`config.mk`:
```
export PLATFORM = sky130hd
export DESIGN_NAME = acorn128_host_if
export DESIGN_NICKNAME = d
export VERILOG_FILES = /design/src/rtl/acorn128_pkg.sv /design/src/rtl/acorn128_result_ser.sv /design/src/rtl/acorn128_host_if.sv
export SDC_FILE = /design/constraint.sdc
export NUM_CORES = 2
export LEC_CHECK = 0
export CAP_MARGIN = 0
export CORE_AREA = 2 2 351 353
export DETAILED_ROUTE_END_ITERATION = 10
export DIE_AREA = 0 0 353 355
export GPL_TIMING_DRIVEN = 1
export REMOVE_ABC_BUFFERS = 1
export SYNTH_ARGS = -nofsm -noshare
export SYNTH_HDL_FRONTEND = slang
export SYNTH_HIERARCHICAL = 1
export SYNTH_SLANG_ARGS = --single-unit
```
`constraint.sdc`:
```
create_clock -name clk -period 17.59 [get_ports clk]
set_clock_uncertainty 0.15 [all_clocks]
set_input_delay 1.759 -clock clk [delete_from_list [all_inputs] [get_ports clk]]
set_output_delay 1.759 -clock clk [all_outputs]
set_load 0.005 [all_outputs]
```
`src/rtl/acorn128_pkg.sv`:
```
// acorn128_pkg
// Shared definitions for the acorn128 host-interface slice: the host word
// address map, the controller state encoding, the result length and a small
// address-validity helper.
package acorn128_pkg;

    localparam logic [4:0] ADDR_KEY0 = 5'd0;
    localparam logic [4:0] ADDR_IV0  = 5'd4;
    localparam logic [4:0] ADDR_PT0  = 5'd8;
    localparam logic [4:0] ADDR_AD0  = 5'd12;
    localparam logic [4:0] ADDR_LEN0 = 5'd16;
    localparam logic [4:0] ADDR_CTRL = 5'd18;

    localparam int RESULT_WORDS = 8;

    typedef enum logic [2:0] {
        ST_IDLE  = 3'd0,
        ST_CRST  = 3'd1,
        ST_RUN   = 3'd2,
        ST_CAPT  = 3'd3,
        ST_DRAIN = 3'd4
    } state_t;

    // Addresses above the control word do not map to any register.
    function automatic logic addr_is_valid(input logic [4:0] addr);
        return (addr <= ADDR_CTRL);
    endfunction

endpackage

```
`src/rtl/acorn128_result_ser.sv`:
```
// acorn128_result_ser
// Holds the captured ciphertext and tag (256 bits) and presents them to the
// host as eight 32-bit words over a valid/ready port, ct[31:0] first.
// Ports:
//   clk, rst      clock, asynchronous active-high reset
//   i_load        capture i_ct/i_tag and start presenting word 0
//   i_ct, i_tag   128-bit ciphertext and tag from the core
//   i_rd_ready    host accepts the current word
//   o_rd_valid    current word valid
//   o_rd_data     current word
//   o_done        handshake of the last word is happening this cycle
module acorn128_result_ser
    import acorn128_pkg::*;
(
    input  logic         clk,
    input  logic         rst,
    input  logic         i_load,
    input  logic [127:0] i_ct,
    input  logic [127:0] i_tag,
    input  logic         i_rd_ready,
    output logic         o_rd_valid,
    output logic [31:0]  o_rd_data,
    output logic         o_done
);

    logic [255:0] r_words;
    logic [2:0]   r_idx;
    logic         r_valid;
    logic [31:0]  r_data;
    logic         w_hs;
    logic         w_last;

    assign w_hs   = r_valid && i_rd_ready;
    assign w_last = w_hs && (r_idx == 3'(RESULT_WORDS - 1));

    // Capture register shifts down one word per handshake, so the word being
    // presented is always the low 32 bits; rd data is held until accepted.
    always_ff @(posedge clk or posedge rst) begin
        if (rst) begin
            r_words <= 256'd0;
            r_idx   <= 3'd0;
            r_valid <= 1'b0;
            r_data  <= 32'd0;
        end else if (i_load) begin
            r_words <= {i_tag, i_ct};
            r_idx   <= 3'd0;
            r_valid <= 1'b1;
            r_data  <= i_ct[31:0];
        end else if (w_hs) begin
            r_words <= {32'd0, r_words[255:32]};
            r_idx   <= r_idx + 3'd1;
            if (w_last) begin
                r_valid <= 1'b0;
                r_data  <= 32'd0;
            end else begin
                r_data  <= r_words[63:32];
            end
        end
    end

    assign o_rd_valid = r_valid;
    assign o_rd_data  = r_data;
    assign o_done     = w_last;

endmodule

```
`src/rtl/acorn128_host_if.sv`:
```
// acorn128_host_if
// Host-side front end for acorn128_top. The host loads key/IV/plaintext/AD,
// length and mode as 32-bit words, pulses go, and this block resets the core,
// holds its start level until ready (or a timeout), captures ct/tag and
// streams them back as eight words.
// Ports:
//   clk, rst                      clock, asynchronous active-high reset
//   wr_valid_in/wr_ready_out      word-write handshake (ready only in IDLE)
//   wr_addr_in, wr_data_in        write address / data
//   go_in                         launch request (ignored unless IDLE)
//   busy_out, error_out           not-idle flag, sticky timeout/bad-address flag
//   rd_valid_out/rd_ready_in      result word handshake, rd_data_out data
//   core_*_out, core_*_in         connections to acorn128_top
// Build option: ACORN_ZEROIZE_EN clears key and plaintext after every capture
// and on timeout.
module acorn128_host_if
    import acorn128_pkg::*;
#(
    parameter int TIMEOUT_CYCLES = 8192,
    parameter int TO_W           = 14
) (
    input  logic         clk,
    input  logic         rst,
    input  logic         wr_valid_in,
    output logic         wr_ready_out,
    input  logic [4:0]   wr_addr_in,
    input  logic [31:0]  wr_data_in,
    input  logic         go_in,
    output logic         busy_out,
    output logic         error_out,
    output logic         rd_valid_out,
    input  logic         rd_ready_in,
    output logic [31:0]  rd_data_out,
    output logic         core_rst_out,
    output logic         core_start_out,
    output logic         core_encrypt_out,
    output logic [127:0] core_key_out,
    output logic [127:0] core_iv_out,
    output logic [127:0] core_pt_out,
    output logic [127:0] core_ad_out,
    output logic [63:0]  core_len_out,
    input  logic         core_ready_in,
    input  logic [127:0] core_ct_in,
    input  logic [127:0] core_tag_in
);

    state_t          r_state;
    state_t          w_next;
    logic [TO_W-1:0] r_to_cnt;
    logic            r_core_rst;
    logic            r_start;
    logic            r_busy;
    logic            r_err;
    logic [127:0]    r_key, r_iv, r_pt, r_ad;
    logic [63:0]     r_len;
    logic            r_enc;
    logic            w_wr_acc;
    logic            w_go;
    logic            w_timeout;
    logic            w_done;

    assign w_wr_acc  = wr_valid_in && (r_state == ST_IDLE);
    assign w_go      = go_in && (r_state == ST_IDLE);
    // Ready has priority over the timeout in the same cycle.
    assign w_timeout = (r_state == ST_RUN) && !core_ready_in &&
                       (r_to_cnt == TO_W'(TIMEOUT_CYCLES - 1));

    // Next-state logic for the launch/run/capture/drain sequence.
    always_comb begin
        w_next = r_state;
        case (r_state)
            ST_IDLE:  if (w_go) w_next = ST_CRST; else w_next = ST_IDLE;
            ST_CRST:  w_next = ST_RUN;
            ST_RUN: begin
                if (core_ready_in)  w_next = ST_CAPT;
                else if (w_timeout) w_next = ST_IDLE;
                else                w_next = ST_RUN;
            end
            ST_CAPT:  w_next = ST_DRAIN;
            ST_DRAIN: if (w_done) w_next = ST_IDLE; else w_next = ST_DRAIN;
            default:  w_next = ST_IDLE;
        endcase
    end

    // State register, run timer and registered core/status controls; the
    // controls are decoded from the next state so they align with it.
    always_ff @(posedge clk or posedge rst) begin
        if (rst) begin
            r_state    <= ST_IDLE;
            r_to_cnt   <= '0;
            r_core_rst <= 1'b1;
            r_start    <= 1'b0;
            r_busy     <= 1'b0;
            r_err      <= 1'b0;
        end else begin
            r_state    <= w_next;
            r_core_rst <= (w_next == ST_CRST);
            r_start    <= (w_next == ST_RUN);
            r_busy     <= (w_next != ST_IDLE);
            if (r_state == ST_RUN) r_to_cnt <= r_to_cnt + TO_W'(1);
            else                   r_to_cnt <= '0;
            // A bad address written alongside go still flags this launch.
            if (w_timeout || (w_wr_acc && !addr_is_valid(wr_addr_in)))
                r_err <= 1'b1;
            else if (w_go)
                r_err <= 1'b0;
        end
    end

    // Operand/control registers: host word writes in IDLE, optional wipe of
    // the secret operands once a run is over.
    always_ff @(posedge clk or posedge rst) begin
        if (rst) begin
            r_key <= 128'd0;
            r_iv  <= 128'd0;
            r_pt  <= 128'd0;
            r_ad  <= 128'd0;
            r_len <= 64'd0;
            r_enc <= 1'b0;
        end else begin
            if (w_wr_acc) begin
                case (wr_addr_in[4:2])
                    3'd0: r_key[32*wr_addr_in[1:0] +: 32] <= wr_data_in;
                    3'd1: r_iv [32*wr_addr_in[1:0] +: 32] <= wr_data_in;
                    3'd2: r_pt [32*wr_addr_in[1:0] +: 32] <= wr_data_in;
                    3'd3: r_ad [32*wr_addr_in[1:0] +: 32] <= wr_data_in;
                    3'd4: begin
                        case (wr_addr_in[1:0])
                            2'd0:    r_len[31:0]  <= wr_data_in;
                            2'd1:    r_len[63:32] <= wr_data_in;
                            2'd2:    r_enc        <= wr_data_in[0];
                            default: ;
                        endcase
                    end
                    default: ;
                endcase
            end
`ifdef ACORN_ZEROIZE_EN
            if ((r_state == ST_CAPT) || w_timeout) begin
                r_key <= 128'd0;
                r_pt  <= 128'd0;
            end
`endif
        end
    end

    acorn128_result_ser u_ser (
        .clk        (clk),
        .rst        (rst),
        .i_load     (r_state == ST_CAPT),
        .i_ct       (core_ct_in),
        .i_tag      (core_tag_in),
        .i_rd_ready (rd_ready_in),
        .o_rd_valid (rd_valid_out),
        .o_rd_data  (rd_data_out),
        .o_done     (w_done)
    );

    assign wr_ready_out     = (r_state == ST_IDLE);
    assign busy_out         = r_busy;
    assign error_out        = r_err;
    assign core_rst_out     = r_core_rst;
    assign core_start_out   = r_start;
    assign core_encrypt_out = r_enc;
    assign core_key_out     = r_key;
    assign core_iv_out      = r_iv;
    assign core_pt_out      = r_pt;
    assign core_ad_out      = r_ad;
    assign core_len_out     = r_len;

endmodule
```
Word-level counts from Yosys, hierarchy flattened:

Cells that the tools add are included.
Widths: inputs -> output; s select.

* add/sub/neg operators: 3
* magnitude comparators: 1
* equality and inequality tests: 14
* shift-type cells: 2
* multiplexer cells: 22
* reduce and logical (&&, ||, !) cells: 25

Operators with widths (count)
* $bwmux 128: 4
* $mux 256: 2
* $shift 32x34->128 const A: 1
* $shiftx 32x34->128: 1
* $mux 32: 3
* $neg 7->34: 1
* $eq 3x2->1 const B: 5
* $pmux 3 s5: 1
* $add 14x1->14 const B: 1
* $eq 14x13->1 const B: 1
* $mux 14: 1
* $reduce_and 2->1: 5
* $eq 3x1->1 const B: 3
* $eq 3x3->1 const B: 3
* $mux 3: 3
* $reduce_and 3->1: 3
* $logic_and 1x1->1: 7
* $logic_not 3->1: 2
* $mux 1: 6
* $reduce_bool 2->1: 3
* $le 5x5->1 const B: 1
* $mux 2: 2
* $add 3x1->3 const B: 1
* $reduce_bool 3->1: 1
* other kinds (5): 6

* register bits after elaboration: 890
* word-level logic and storage cells: 84

Longest topological paths before layout:

* word-level depth: 7
* depth in mapped cells: 8
* gate-level depth less buffers: 6

By module:

Netlist, hierarchy kept.

By module, submodules not included
* acorn128_host_if: times used 1, cells an instance 1517, area each 23332.4 µm², seq. area each 14965.6 µm²
* acorn128_result_ser: times used 1, cells an instance 1102, area each 11745.0 µm², seq. area each 6506.2 µm²

Worst setup path before layout:

Ideal clock, no wire load.

* path kind: input-to-reg
* start point: in wr_valid_in
* end point: reg r_ad[100] (netlist: core_ad_out[100])
* setup time: 0.125 ns
* arrival: 3.358 ns
* required time: 17.315 ns
* slack: 13.957 ns
* stages: 8
* buffers on the path: 4
* path through: or4b_1 > buf_4 > nor2_4 > buf_4 > and4_1 > buf_4 > buf_6 > mux2_2

* cells in the longest elaborated chain, start to end: 2

RTL lines
* start: declaration: RTL line acorn128_host_if.sv:24 `input logic wr_valid_in,`
* $logic_and 1x1->1: RTL line acorn128_host_if.sv:62 `assign w_wr_acc = wr_valid_in && (r_state == ST_IDLE);`
* $reduce_and 2->1 (no source line)
* end signal: indexed assignment: RTL line acorn128_host_if.sv:126 `3'd3: r_ad [32*wr_addr_in[1:0] +: 32] <= wr_data_in;`
* end: declaration: RTL line acorn128_host_if.sv:54 `logic [127:0] r_key, r_iv, r_pt, r_ad;`

Every way passes these cells.
A chain may end at the register's enable or synchronous reset.

==> metrics.md <==
| Metric | Value |
|---|---|
| Largest family of logic cells by synthesized area | `multiplexers` |
| Max-slew headroom | `18.2%` |
| Routed Wire Length | `140 mm` |
| CTS tree | `built` |
| Pwr dens | `125 mW/mm^2` |
| Status | `finished, final reports clean` |
| FF-to-FF Start | `r_state[0]` |
| Crit path kind | `input port to asynchronous set/reset pin` |
| Simple-gate share of the synthesized area | `6.82%` |
| Hold depth | `1` |
| Mapped Avg Cell Area | `13.4 sq um` |
| Routed Antenna Nets | `0` |
| Clk_lat worst skew | `0.69 ns` |
| Slew Limit Fails | `0` |
| Port buffer count | `913` |
| Worst Tran Pin Value | `1.22 ns` |
| FP Rows | `128` |
| XOR/XNOR Fraction of Synth Area | `0.300%` |
| Io pins | `914` |
| Post-CTS setup buffers | `0` |
| Final nets | `3763` |
| Number of flops mapped to enable cells by yosys | `0` |
| Hold Buf Count CTS | `0` |
| Final setup fails | `0` |
| Net Sw Frac | `29.0%` |
| Sequential share of power | `42.3%` |
| Final Critical Period | `5.17 ns` |
| Synth top area share | `61.1%` |
| Top post-synthesis cells by count | `857 x dfrtp_1, 446 x mux2_2, 277 x nand2_1` |
| Vias in the first global route | `25285` |
| Most frequent cell after synthesis | `dfrtp_1` |
| H-tree depth | `3` |
| Final TNS setup | `0 ns` |
| Hold Fails Final Rpt | `0` |
| Die H | `355 microns` |
| Total vias in the final route | `24946` |
| Post-synthesis mux area share | `19.9%` |
| Beginning of the worst hold path | `u_ser/r_words[46]` |
| Clock power share | `34.4%` |
| Worst setup SP type | `input port` |
| Global-route wire length before repair | `196 mm` |
| Filler cells | `11625` |
| VDD IR max | `0.0721 mV` |
| Clk sink count | `858` |
| Clock Tree Root | `clkbuf_16` |
| Post-synth cell types | `49` |
| Layout cell share with drive strength beyond 1 | `19.6%` |
| Worst Hold Class | `flip-flop to flip-flop` |
| Sequential-to-total area share from yosys stat | `61.2%` |
| DRC violations left | `0` |
| Peak fanout along the critical path | `133` |
| Ys async rst share | `100%` |
| WP data arrival | `5.64 ns` |
| Initial DRT Pass Iterations | `5` |
| Routed vias/inst | `4.83` |
| LEAKAGE | `22.0 nW` |
| Biggest cell delay along the critical path | `0.91 ns` |
| Main synth FF type | `dfrtp_1` |
| DP Worst Slack | `11.57 ns` |
| Worst path cell trace | `clkdlybuf4s50_1 > inv_8 > buf_12 > buf_4 > buf_4` |
| Crit end category | `asynchronous set/reset pin` |
| Die Span X | `353 microns` |
| Synth area leader | `dfrtp_1` |
| Fin crit share | `29.4%` |
| Detail Placement HPWL | `101 mm` |
| Initial Utilization | `28.9%` |
| Total power | `6.13 mW` |
| Clk slew on worst S/H paths | `0.06 ns` |
| Initial antenna violation count | `25` |
| Wire length per cell | `27.1 microns` |
| YS warnings | `6` |
| Achievable Freq | `193 MHz` |
| Net switching power | `1.78 mW` |
| Max clock buf depth | `3` |
| Hold path endpoint | `u_ser/o_rd_data[14]` |
| Final worst slack | `12.42 ns` |
| DR iter-0 viols | `1647` |
| R2r setup slk | `13.91 ns` |
| Die area | `0.125 sq mm` |
| Mapped cell area | `0.0351 sq mm` |
| Internal power | `4.35 mW` |
| Post-cts repair resize count | `0` |
| Final GP Congestion | `0.827` |
| Number of synthesized register bits | `858` |
| Top cells by area, synth | `dfrtp_1 61%, mux2_2 14%, mux2i_1 5.5%` |
| Total grt overflow | `0` |
| Max stage delay cell, worst path | `buf_4` |
| Comb pwr share | `23.3%` |
| Max_cap viols | `0` |
| RSZ-0062 raised after global routing | `no` |
| Synth Area in Compound Gates | `7.94%` |
| Most used cell, CP | `buf_4` |
| Setup crit start | `rst` |
| Layout area overhead | `39.4%` |
| Adder-cell share of the synthesized area | `0.285%` |
| CP Buf/Inv Count | `5` |
| Largest net degree at the start of global routing | `238` |
| Gate Count Post-Synth | `2619` |
| Worst r2r path cells | `5` |
| Core area | `0.121 sq mm` |
| CTS buffer count | `96` |
| Crit-path leading delay family | `buffers and inverters` |
| Worst reg2reg endpoint | `core_key_out[50]` |
| GRT Total Usage | `21.8%` |
| CP required | `18.06 ns` |
-- sequential cells by signal, summed over array words and instances, names as in the netlist, 3 cells and up --
| signal | count |
|---|---|
| u_ser/r_words | 224 |
| u_ser/r_idx | 3 |
| core_pt_out | 128 |
| core_ad_out | 128 |
| core_iv_out | 128 |
| core_key_out | 128 |
| r_state | 3 |
| u_ser/o_rd_data | 32 |
| core_len_out | 64 |
| r_to_cnt | 14 |
-- final cells by class --
type	count	area, sq um	share of cell area, %
Sequential cell	858	21500	43.9
Multi-Input combinational cell	1533	12500	25.5
Timing Repair Buffer	958	9500	19.4
Clock buffer	145	2890	5.91
Tap cell	1625	2030	4.16
Clock inverter	29	449	0.919
Inverter	9	48.8	0.0998
Antenna cell	6	15.0	0.0307
-- how the worst max path moves through the flow --
stage | endpoint | slack (ns) | cells past startpoint
5_1_grt | core_ad_out[115] | 11.86 | 5
3_3_place_gp | core_iv_out[71] | 11.61 | 5
2_1_floorplan | busy_out | -1.06 | 1
3_5_place_dp | core_pt_out[51] | 11.57 | 5
4_1_cts | core_iv_out[115] | 12.29 | 5
6_report | core_pt_out[106] | 12.42 | 5
-- power by group through the flow --
stage | clock network [mW] | registers (mW) | logic [mW]
3_5_place_dp | 0 | 2.62 | 1.45
5_1_grt | 2.23 | 2.63 | 1.56
3_3_place_gp | 0 | 2.61 | 1.43
2_1_floorplan | 0 | 2.58 | 0.853
6_report | 2.11 | 2.59 | 1.43
4_1_cts | 2.16 | 2.59 | 1.45
-- worst reg2reg max path, cell delays in order (launching register included) --
cell,delay (ns)
dfrtp_1,0.44
or4b_1,0.89
nor2_4,0.47
nand3_2,0.73
buf_4,0.55
mux2_2,0.33
-- cell families (layout without fill, tap and decap cells) --
family,Yosys count,after routing
AO/OA/AOI/OAI,394,394
XOR/XNOR,12,12
adder cells (fa/ha/maj),8,8
buffers and inverters,228,1141
flip-flops,858,858
multiplexers,641,641
other,0,6
AND/OR/NAND/NOR,478,478
-- layout by cell type, fill, tap and decap left out, types with 3 or more instances in the layout --
cell	count
clkinv_16	4
clkbuf_16	97
nor3b_1	23
o21ai_1	122
mux2_2	446
buf_4	43
clkdlybuf4s50_1	913
clkinv_2	11
nand4_1	4
mux2i_1	192
nand3_1	6
nor2_1	17
a221o_1	32
ha_1	8
xnor2_1	6
dfrtp_1	857
nor3b_2	13
diode_2	6
clkinvlp_4	4
o21ai_0	104
inv_1	7
and2_1	97
nand2_1	272
bufinv_16	7
nand2_2	5
nand3_2	7
and4_2	3
clkbuf_1	20
clkbuf_8	28
nor3_1	6
mux2_1	3
a32o_1	128
a21oi_1	4
xor2_1	6
-- per-stage QoR --
| step | std cells | hold WS (ns) | util [%] | instance area (sq um) |
|---|---|---|---|---|
| 3_5_place_dp | 4983 | 0.328 | 37.5 | 45500 |
| 4_1_cts | 5157 | 0.339 | 40.3 | 48900 |
| 3_3_place_gp | 4983 | 0.319 | 37.5 | 45500 |
| 5_1_grt | 5160 | 0.350 | 40.3 | 48900 |
| 6_report | 5163 | 0.334 | 40.3 | 48900 |
| 2_1_floorplan | 2400 | 0.325 | - | 33900 |
-- layer usage --
| layer | wire [microns] | vias up | GRT usage, % |
|---|---|---|---|
| li1 | - | 11032 | - |
| met1 | 53900 | 12722 | 25.0 |
| met2 | 68700 | 953 | 37.7 |
| met3 | 11600 | 225 | 7.00 |
| met4 | 5570 | 14 | 8.31 |
| met5 | 94 | - | 0 |
Note: power is estimated with default switching activity, not from simulation.
